`src/rtl/sram_like_bram_bridge.sv`:
```
// SRAM-like master to synchronous block RAM bridge.
// One outstanding request, byte lanes, read-latency wait, misalign error.
module sram_like_bram_bridge #(
  parameter int ADDR_W = 15,
  parameter int RD_LAT = 1
) (
  input  logic              clk,
  input  logic              rstn,
  input  logic              req,
  input  logic              wr,
  input  logic [1:0]        size,
  input  logic [31:0]       addr,
  input  logic [31:0]       wdata,
  output logic              addr_ok,
  output logic              data_ok,
  output logic [31:0]       rdata,
  output logic              err,
  output logic              bram_en,
  output logic [3:0]        bram_we,
  output logic [ADDR_W-1:0] bram_addr,
  output logic [31:0]       bram_din,
  input  logic [31:0]       bram_dout
);

  localparam logic [1:0] S_IDLE    = 2'd0;
  localparam logic [1:0] S_RD_WAIT = 2'd1;
  localparam logic [1:0] S_RESP    = 2'd2;

  localparam logic [1:0] LAT_M1 = 2'(RD_LAT - 1);

  logic [1:0]  state_q, state_d;
  logic [1:0]  cnt_q, cnt_d;
  logic [31:0] rdata_q, rdata_d;
  logic        data_ok_q, data_ok_d;
  logic        err_q, err_d;

  logic        accept;
  logic        misalign;
  logic [3:0]  lane;
  logic [31:0] din;
  logic        unused_addr;

  assign unused_addr = ^addr[31:ADDR_W+2];

  assign addr_ok = (state_q == S_IDLE);
  assign accept  = req & addr_ok;

  // Byte lanes, replicated write data and alignment check from size/addr
  always_comb begin
    lane     = 4'b0000;
    din      = wdata;
    misalign = 1'b0;
    case (size)
      2'd0: begin
        lane = 4'b0001 << addr[1:0];
        din  = {4{wdata[7:0]}};
      end
      2'd1: begin
        lane     = addr[1] ? 4'b1100 : 4'b0011;
        din      = {2{wdata[15:0]}};
        misalign = addr[0];
      end
      2'd2: begin
        lane     = 4'b1111;
        misalign = |addr[1:0];
      end
      default: misalign = 1'b1;
    endcase
  end

  assign bram_addr = addr[ADDR_W+1:2];
  assign bram_din  = din;
  assign bram_en   = accept & ~misalign;
  assign bram_we   = (bram_en & wr) ? lane : 4'b0000;

  // Transaction sequencing: accept, optional read wait, one-cycle response
  always_comb begin
    state_d   = state_q;
    cnt_d     = cnt_q;
    rdata_d   = rdata_q;
    data_ok_d = 1'b0;
    err_d     = 1'b0;
    case (state_q)
      S_IDLE: begin
        if (req) begin
          if (misalign) begin
            state_d   = S_RESP;
            data_ok_d = 1'b1;
            err_d     = 1'b1;
          end else if (wr) begin
            state_d   = S_RESP;
            data_ok_d = 1'b1;
          end else begin
            state_d = S_RD_WAIT;
            cnt_d   = LAT_M1;
          end
        end
      end
      S_RD_WAIT: begin
        if (cnt_q == 2'd0) begin
          rdata_d   = bram_dout;
          state_d   = S_RESP;
          data_ok_d = 1'b1;
        end else begin
          cnt_d = cnt_q - 2'd1;
        end
      end
      S_RESP:  state_d = S_IDLE;
      default: state_d = S_IDLE;
    endcase
  end

  // State registers with asynchronous clear
  always_ff @(posedge clk or negedge rstn) begin
    if (!rstn) begin
      state_q   <= S_IDLE;
      cnt_q     <= 2'd0;
      rdata_q   <= 32'd0;
      data_ok_q <= 1'b0;
      err_q     <= 1'b0;
    end else begin
      state_q   <= state_d;
      cnt_q     <= cnt_d;
      rdata_q   <= rdata_d;
      data_ok_q <= data_ok_d;
      err_q     <= err_d;
    end
  end

  assign data_ok = data_ok_q;
  assign err     = err_q;
  assign rdata   = rdata_q;

endmodule

```
`config.mk`:
```
export PLATFORM = sky130hd
export DESIGN_NAME = sram_like_bram_bridge
export DESIGN_NICKNAME = d
export VERILOG_FILES = /design/src/rtl/sram_like_bram_bridge.sv
export SDC_FILE = /design/constraint.sdc
export NUM_CORES = 1
export LEC_CHECK = 0
export BUFFER_PORTS_ARGS = -buffer_cell sky130_fd_sc_hd__clkbuf_2
export CORE_ASPECT_RATIO = 2
export CORE_UTILIZATION = 38
export DETAILED_ROUTE_END_ITERATION = 6
export HOLD_SLACK_MARGIN = 0.05
export PLACE_DENSITY = 0.81
export SKIP_LAST_GASP = 1
export SLEW_MARGIN = 10
export SYNTH_ARGS = -nofsm -noshare
export SYNTH_HDL_FRONTEND = slang
export SYNTH_SLANG_ARGS = --single-unit
```
`constraint.sdc`:
```
create_clock -name clk -period 1.89 [get_ports clk]
set_input_delay 0.0945 -clock clk [delete_from_list [all_inputs] [get_ports clk]]
set_output_delay 0.0945 -clock clk [all_outputs]
set_load 0.1 [all_outputs]
```
==> results.tsv <==
stage	metric	value	unit
global_routing	grt_pass1_vias	1975	
die	dieWidth	54.9	um
cts	cts_setup_buffers	0	
power_and_ir_drop	power_leakage	0.00172	uW
power_and_ir_drop	ir_worst_vdd	2020	uV
sta	fin_crit_sh	0.932	
placed_design	dp_slack	0.356	ns
global_routing	grt.overflow.total	0	
cts	clk_pin_slew	0.07	ns
min_path	hold_class	input port to register	
power_and_ir_drop	cellPowerDensity	1910	nW/um2
sta	finalSetupViolations	0	
placed_design	dpl_cell_area	3040	um2
yosys	syn_nets	282	
status	outcome	finished, final reports clean	
sta	rsz0062_at_grt	no	
yosys	syn_inst	179	
worst_setup_path	reg2reg_slack	0.34	ns
drt	ant_nets	0	
worst_setup_path	cp-start-kind	register	
placed_design	gp_congestion	0.813	
sta	relSlewSlack	0.635	
global_routing	grt.total_usage	0.191	
global_routing	grt_max_degree	39	
power_and_ir_drop	total_power	6540	uW
die	io_pins	189	
sta	worst_pin_slew	0.551	ns
cts	post_cts_resized	0	
yosys	synth_area	2120	um2
sta	final.min_clock_period	1.76	ns
cts	clock_latency	0.28	ns
worst_setup_path	cpPeakStageDelay	0.46	ns
drt	via_per_inst	4.94	
yosys	ys_seq_area_frac	0.448	
drt	finalWirelength	5.51	mm
final_layout	final_cell_mix	clkbuf_2 (130), dfrtp_1 (37), mux2_1 (32)	
drt	drc	0	
final_layout	drive_gt1_frac	0.575	
final_layout	seqCellArea	952	um2
yosys	ys_ff_latch	38	
final_layout	num-fill-cells	432	
worst_setup_path	critPathMaxFanout	5	
worst_setup_path	endpoint_kind	output port	
worst_setup_path	path_cells	nor2_4 -> nand3_4 -> a2111oi_4 -> buf_12	
drt	wl_per_cell	14.0	um
sta	finalSetupTns	0	ns
die	rows	38	
cts	htreeDepth	2	
cts	cts_buffers	5	
global_routing	grt_pass1_wl	8.15	mm
cts	cts_buffer_depth	2	
job	drv_cap	0	
sta	clock_skew	0.00352	ns
final_layout	area_growth	61.5	%
cts	clock-sinks	38	
drt	first_pass_iters	3	
die	die_h	108	um
final_layout	final_common_cell	clkbuf_2	
sta	timing.final.ws_setup	0.129	ns
final_layout	num_antenna_cells	0	
die	coreArea	5420	um2
yosys	ys_types	32	
drt	vias	1947	
final_layout	fin_area	3430	um2
yosys	ys.warnings.count	0	
sta	finalHoldViolCount	0	
cts	cts-root-buf	clkbuf_8	
worst_setup_path	critPathRequiredTime	1.80	ns
sta	holdWs	0.0635	ns
placed_design	hpwlAfterDp	4.08	mm
cts	cts_tree	yes	
worst_setup_path	critPathArrivalTime	1.67	ns
yosys	syn_area_per_cell	11.9	um2
final_layout	nets	437	
worst_setup_path	cp_slowest_cell	dfrtp_2	
final_layout	multi_input_area	1040	um2
sta	slew_violations	0	
placed_design	numPortBuffers	143	
global_routing	antenna_found_initial	0	
worst_setup_path	worstSetupPathType	register to output port	
sta	fmax	0.568	GHz
drt	initialDrtViolationCount	15	
die	dieArea	5910	um2
die	start_util	0.392	
## critical path, delay by kind of cell (launching register included)
family,cells,cell delay (ns)
AOI/OAI and AO/OA,1,0.35
and+or+nand+nor,2,0.35
buffers and inverters,1,0.22
DFF,1,0.46
## power by group
group | internal, uW | switching (uW) | leakage, uW
clock | 247 | 262 | 0.0000438
combinational | 801 | 3790 | 0.00123
sequential | 1210 | 228 | 0.000447
total | 2260 | 4280 | 0.00172
## routing by layer
| layer | vias up | global-route usage | share of wire |
|---|---|---|---|
| met5 | - | 0 | 0 |
| met4 | 0 | 0.114 | 0.044 |
| met3 | 24 | 0.0438 | 0.089 |
| met2 | 134 | 0.363 | 0.55 |
| met1 | 875 | 0.160 | 0.32 |
| li1 | 914 | - | - |
## flip-flops by register name, indices dropped and copies added, names as in the netlist
name	count
rdata	32
cnt_q	2
state_q	2
data_ok	1
err	1
## layout make-up
type / instances / share of cell area
clock buffer: 5 / 0.0201
clock inverter: 2 / 0.00292
inverter: 3 / 0.00328
multi-input combinational: 107 / 0.304
sequential: 38 / 0.278
tap: 60 / 0.0219
timing repair buffer: 179 / 0.371
## synth_stat cells, drive strengths merged
master | number | area [um2]
a2111oi | 1 | 8.76
a21o | 1 | 7.51
a21oi | 4 | 31.3
a22oi | 1 | 7.51
a31o | 1 | 8.76
a31oi | 1 | 6.26
buf | 30 | 219
clkbuf | 1 | 3.75
dfrtp | 38 | 951
ha | 1 | 12.5
inv | 3 | 11.3
mux2 | 48 | 541
mux2i | 8 | 80.1
nand2 | 10 | 37.5
nand3 | 1 | 5.00
nand3b | 1 | 20.0
nor2 | 5 | 23.8
nor2b | 1 | 6.26
nor3 | 4 | 20.0
nor3b | 2 | 20.0
o21ai | 13 | 65.1
o221ai | 1 | 8.76
or3 | 1 | 11.3
xnor2 | 1 | 8.76
xor2 | 1 | 8.76
## through the flow
step                      instances  utilization
after floorplan                 179            -
after global placement          356        0.561
after detailed placement        356        0.561
after CTS                       394        0.633
after global routing            394        0.633
final                           394        0.633
## kinds of logic (layout without fill, tap and decap cells)
logic type,after synthesis,after routing,share of synthesized area
AOI/OAI and AO/OA,23,23,0.0678
xor gates and xnor gates,2,2,0.00825
adders and majority gates,1,1,0.00589
buffers and inverters,34,189,0.110
DFF,38,38,0.448
muxes,56,56,0.292
and+or+nand+nor,25,25,0.0678
## path summary, 6_finish.rpt
| path | to | cells past startpoint | startpoint |
|---|---|---|---|
| min | rdata[15] | 2 | bram_dout[15] |
| max in group asynchronous | state_q[0] | 3 | rstn |
| max reg2reg | rdata[10] | 5 | cnt_q[0] |
| max | bram_we[0] | 4 | state_q[0] |
| min in group asynchronous | rdata[6] | 3 | rstn |
| min reg2reg | rdata[1] | 1 | rdata[1] |
## what timing repair did
| action | 4_1_cts | 5_1_grt |
|---|---|---|
| endpoints found under the setup margin | 0 | 0 |
| hold endpoints to repair | 68 | 0 |
| hold buffers | 31 | 0 |
(Power assumes the default switching activity.)
